[config.mk]
export PLATFORM = sky130hd
export DESIGN_NAME = deserializer_fsm
export DESIGN_NICKNAME = d
export VERILOG_FILES = /design/src/rtl/fir_filter_pkg.sv /design/src/rtl/deserializer_fsm.sv
export SDC_FILE = /design/constraint.sdc
export NUM_CORES = 1
export LEC_CHECK = 0
export ABC_AREA = 1
export ABC_CLOCK_PERIOD_IN_PS = 1530
export BUFFER_PORTS_ARGS = -buffer_cell sky130_fd_sc_hd__buf_2
export CORE_ASPECT_RATIO = 1.5
export CORE_UTILIZATION = 35
export DETAILED_ROUTE_END_ITERATION = 8
export PLACE_DENSITY = 0.66
export SLEW_MARGIN = 20
export SYNTH_ARGS = -nofsm -noshare
export SYNTH_HDL_FRONTEND = slang
export SYNTH_SLANG_ARGS = --single-unit
export TNS_END_PERCENT = 10
[constraint.sdc]
create_clock -name i_clk -period 1.53 [get_ports i_clk]
set_clock_uncertainty 0.05 [all_clocks]
set_input_delay 0 -clock i_clk [delete_from_list [all_inputs] [get_ports i_clk]]
set_output_delay 0 -clock i_clk [all_outputs]
set_load 0.1 [all_outputs]
[src/rtl/fir_filter_pkg.sv]
// Shared definitions for the FIR filter serial stages: default word width
// and the one-hot state codes used by the deserializer FSM.
package fir_filter_pkg;

    localparam int DEFAULT_WORD_W = 24;

    localparam logic [3:0] ST_IDLE   = 4'b0001;
    localparam logic [3:0] ST_SHIFT  = 4'b0010;
    localparam logic [3:0] ST_PARITY = 4'b0100;
    localparam logic [3:0] ST_OUT    = 4'b1000;

    typedef enum logic [3:0] {
        IDLE   = ST_IDLE,
        SHIFT  = ST_SHIFT,
        PARITY = ST_PARITY,
        OUT    = ST_OUT
    } deser_state_t;

endpackage

[src/rtl/deserializer_fsm.sv]
// Serial-to-parallel deserializer: collects LSB-first bits into LENGTH-bit
// words under a valid/ready handshake and holds each word until consumed.
// Optional build macro DESER_PARITY_EN adds a trailing even-parity bit per
// word and reports its check result on o_parity_err.
module deserializer_fsm
    import fir_filter_pkg::*;
#(
    parameter int LENGTH = DEFAULT_WORD_W
) (
    input  logic              i_clk,
    input  logic              i_rst,
    input  logic              i_en,
    input  logic              i_din,
    input  logic              i_din_valid,
    output logic              o_ready,
    output logic [LENGTH-1:0] ov_dout,
    output logic              o_dout_valid,
    input  logic              i_ready,
    output logic              o_parity_err
);

    localparam int CNT_W = $clog2(LENGTH + 1);

    deser_state_t      state;
    logic [CNT_W-1:0]  count;
    logic [LENGTH-1:0] shift_reg;
    logic [LENGTH-1:0] shift_next;
    logic              accept;
    logic              transfer;
    logic              last_bit;

    // New bits enter at the top so the first bit received ends up in bit 0.
    assign shift_next = {i_din, shift_reg[LENGTH-1:1]};
    assign accept     = i_en && i_din_valid && o_ready;
    assign transfer   = i_en && o_dout_valid && i_ready;
    assign last_bit   = (count == CNT_W'(LENGTH - 1));

    // Ready is a pure state decode, forced low while reset is asserted.
    assign o_ready = !i_rst && (state != OUT);

`ifdef DESER_PARITY_EN
    logic parity_err;
    assign o_parity_err = parity_err;
`else
    assign o_parity_err = 1'b0;
`endif

    // Control FSM, bit counter, shift register and registered word outputs.
    always_ff @(posedge i_clk or posedge i_rst) begin
        if (i_rst) begin
            state        <= IDLE;
            count        <= '0;
            shift_reg    <= '0;
            ov_dout      <= '0;
            o_dout_valid <= 1'b0;
`ifdef DESER_PARITY_EN
            parity_err   <= 1'b0;
`endif
        end else if (i_en) begin
            case (state)
                IDLE: begin
                    if (accept) begin
                        shift_reg <= shift_next;
                        count     <= CNT_W'(1);
                        state     <= SHIFT;
                    end
                end
                SHIFT: begin
                    if (accept) begin
                        shift_reg <= shift_next;
                        if (last_bit) begin
                            count <= '0;
`ifdef DESER_PARITY_EN
                            state <= PARITY;
`else
                            ov_dout      <= shift_next;
                            o_dout_valid <= 1'b1;
                            state        <= OUT;
`endif
                        end else begin
                            count <= count + CNT_W'(1);
                        end
                    end
                end
                PARITY: begin
`ifdef DESER_PARITY_EN
                    // Shift register already holds the full word; this
                    // accept carries only the even-parity bit.
                    if (accept) begin
                        ov_dout      <= shift_reg;
                        parity_err   <= (^shift_reg) ^ i_din;
                        o_dout_valid <= 1'b1;
                        state        <= OUT;
                    end
`else
                    state <= IDLE;
`endif
                end
                OUT: begin
                    if (transfer) begin
                        o_dout_valid <= 1'b0;
`ifdef DESER_PARITY_EN
                        parity_err   <= 1'b0;
`endif
                        state        <= IDLE;
                    end
                end
                default: begin
                    count <= '0;
                    state <= IDLE;
                end
            endcase
        end
    end

endmodule

==> reports/qor.csv <==
metric,value,unit
status,finished with violations,
violated checks,design-rule violations,
min cycle time layout,1.496,ns
static leakage,1.429,nW
Antenna diodes,0,
Finish-stage setup viols,0,
Syn Nets,269,
"Slew Viols, Final",0,
CTS max path bufs,2,
Filler cells,707,
Final ANT Viol Nets,0,
Syn-to-layout area delta,19.51,%
initial antenna violation count,0,
RSZ-0062 raised after global routing,yes,
most area-hungry cell type in the Yosys netlist,dfrtp_1,
WP data arrival,1.65,ns
Largest register FFs,24,
synthesis-stage register bit count,56,
hpwl dp,3.046,mm
final setup TNS,0,ns
Pre-Repair DR Iteration Count,6,
P_int,2.238,mW
gpl congestion,0.8540,
Power Dens Cells,1128,mW/mm^2
Iteration-0 DRC Markers,110,
layout cells sized above 1,0.3432,
synth top area cells,"dfrtp_1 56%, nand2_1 9.6%, inv_1 5.3%",
row cnt,37,
vias in the first global route,1667,
Yosys top cell area share,0.5561,
"Core Util, Final",0.4317,
largest net degree at the start of global routing,57,
Multi-input gate area,887.1,sq um
worst slack at placement,0.01384,ns
crit path kind,reg2reg,
Ports,33,
Skew-Pair Late Insertion Delay,0.31,ns
# DRC,6,
Non-Filler Instances,381,
worst path required time,1.69,ns
PortBufs,31,
Worst VDD drop,0.0005481,V
Die X,70.66,microns
Area after DPL,0.002739,sq mm
Combinational Power Share,0.244,
Sequential cell area,0.001403,sq mm
Initial Utilization,0.3612,
Synth cell types,28,
f_max,0.6683,GHz
final hold slack,0.04908,ns
worst hold path class,in2reg,
Synth Instances,262,
WL final,4.325,mm
die height,105.0,microns
proportion of synthesized chip area in sequential cells,0.5667,
via count,1784,
GRT Total Usage,0.1218,
CORE AREA,0.006852,sq mm
Die Footprint,0.007418,sq mm
slew margin rel.,0.5409,
PnR Total Power,3.336,mW
measured slew at the worst slew-check pin,0.6887,ns
synthesis warning total,0,
vias per cell,4.682,
number of buffers created by CTS,5,
final instance area,0.002958,sq mm
clock share of power,0.251,
Worst Setup End Kind,flop,
sw power,1.097,mW
first-pass GRT wire length,7.224,mm
CP startpoint kind,flop,
worst-path maximum fanout,14,
setup slack after layout,0.03366,ns
Root Buffer,clkbuf_8,
Final Hold Fails,0,
clock-pin transition on the worst setup and hold timing paths,0.10,ns
H-tree levels,2,
final worst-path cycle share,0.9780,
max cap viols,0,
CTS Sinks,56,
switching share of total power,0.3289,
Seq pwr share,0.505,
wire length per cell after detailed routing,11.35,microns
grt ovf,0,
syn avg cell area,9.446,sq um
Nets,309,
placed insts,368,
mapped cell area,0.002475,sq mm
CTS tree,done,
## critical path, stage by stage, from the launching register on
cell and delay, ns:
dfstp_2 0.38, inv_2 0.07, nand2_2 0.07, nor2_4 0.21, nand2_2 0.10, nor2_4 0.16, inv_4 0.08, buf_12 0.15
nand2_1 0.07, o21ai_2 0.05
## path summary, 6_finish.rpt
check	end	slack (ns)	from	cells after the start
worst min-delay path	state[0]	0.05	i_en	5
max in group asynchronous	shift_reg[13]	0.54	i_rst	4
worst max register to register	ov_dout[15]	0.03	state[0]	9
worst min register to register	ov_dout[8]	0.44	ov_dout[8]	2
min in group asynchronous	ov_dout[4]	0.43	i_rst	4
worst max-delay path	ov_dout[15]	0.03	state[0]	9
## Yosys cell counts
cell and number:
o211ai_1 1, nor2_4 2, o21bai_1 3, buf_6 3, a21oi_1 3, nand3_2 1, o21ai_1 18, xor2_1 1
dfstp_2 1, clkbuf_2 1, dfrtp_1 55, nand2_2 10, conb_1 1, nor2_1 6, buf_2 2, o21ai_2 14
inv_2 5, nand2_1 63, a21oi_4 1, inv_1 35, o21ai_0 19, nand3_1 8, ha_1 1, nand4_1 1
or2_2 1, buf_8 1, nand3_4 2, buf_4 3
## cell type report
class	count	share of cell area
Sequential cell	56	0.4742
Inverter	40	0.05245
Multi-Input combinational cell	156	0.2999
Clock inverter	2	0.004653
Clock buffer	6	0.02792
Tap cell	78	0.03299
Timing Repair Buffer	43	0.1079
## power groups by stage
stage / Sequential, mW / Combinational, mW / Clock [mW]
detailed placement: 1.71 / 0.777 / 0
finish: 1.68 / 0.812 / 0.838
floorplan: 1.70 / 0.596 / 0
CTS: 1.68 / 0.793 / 0.873
global placement: 1.71 / 0.756 / 0
global route: 1.70 / 0.925 / 0.936
## layer usage
metal	global-route usage	share of wire	vias to the layer above	wire (microns)
li1	-	-	904	-
met1	0.1434	0.44	833	1910
met2	0.2025	0.50	37	2155
met3	0.02893	0.032	10	137
met4	0.06714	0.028	0	121
met5	0	0	-	0
## cells in the final DEF, fill, tap and decap left out, drive strengths merged, types with 2 or more instances in the layout
| cell type | n |
|---|---|
| inv | 41 |
| o21bai | 3 |
| clkbuf | 7 |
| a21oi | 4 |
| dlygate4sd3 | 2 |
| o21ai | 51 |
| nand2 | 73 |
| dfrtp | 55 |
| nand3 | 11 |
| buf | 40 |
| nor2 | 8 |
## cell families (layout without fill, tap and decap cells)
logic type	after synthesis	in the layout	share of synthesized area
simple gates	94	94	0.1785
compound gates	59	59	0.1491
flops	56	56	0.5667
buf+inv	50	91	0.09555
fa+ha+maj	1	1	0.005055
other cells	1	1	0.001515
xor+xnor	1	1	0.003540
## repair_timing
action	in CTS	in global routing
setup endpoints to repair	3	31
hold endpoints to repair	57	0
pin swaps	0	7
cloned	0	1
hold buffers	2	0
setup buffers	0	2
resized for setup	1	24
Power figures use the tool's default switching activity.
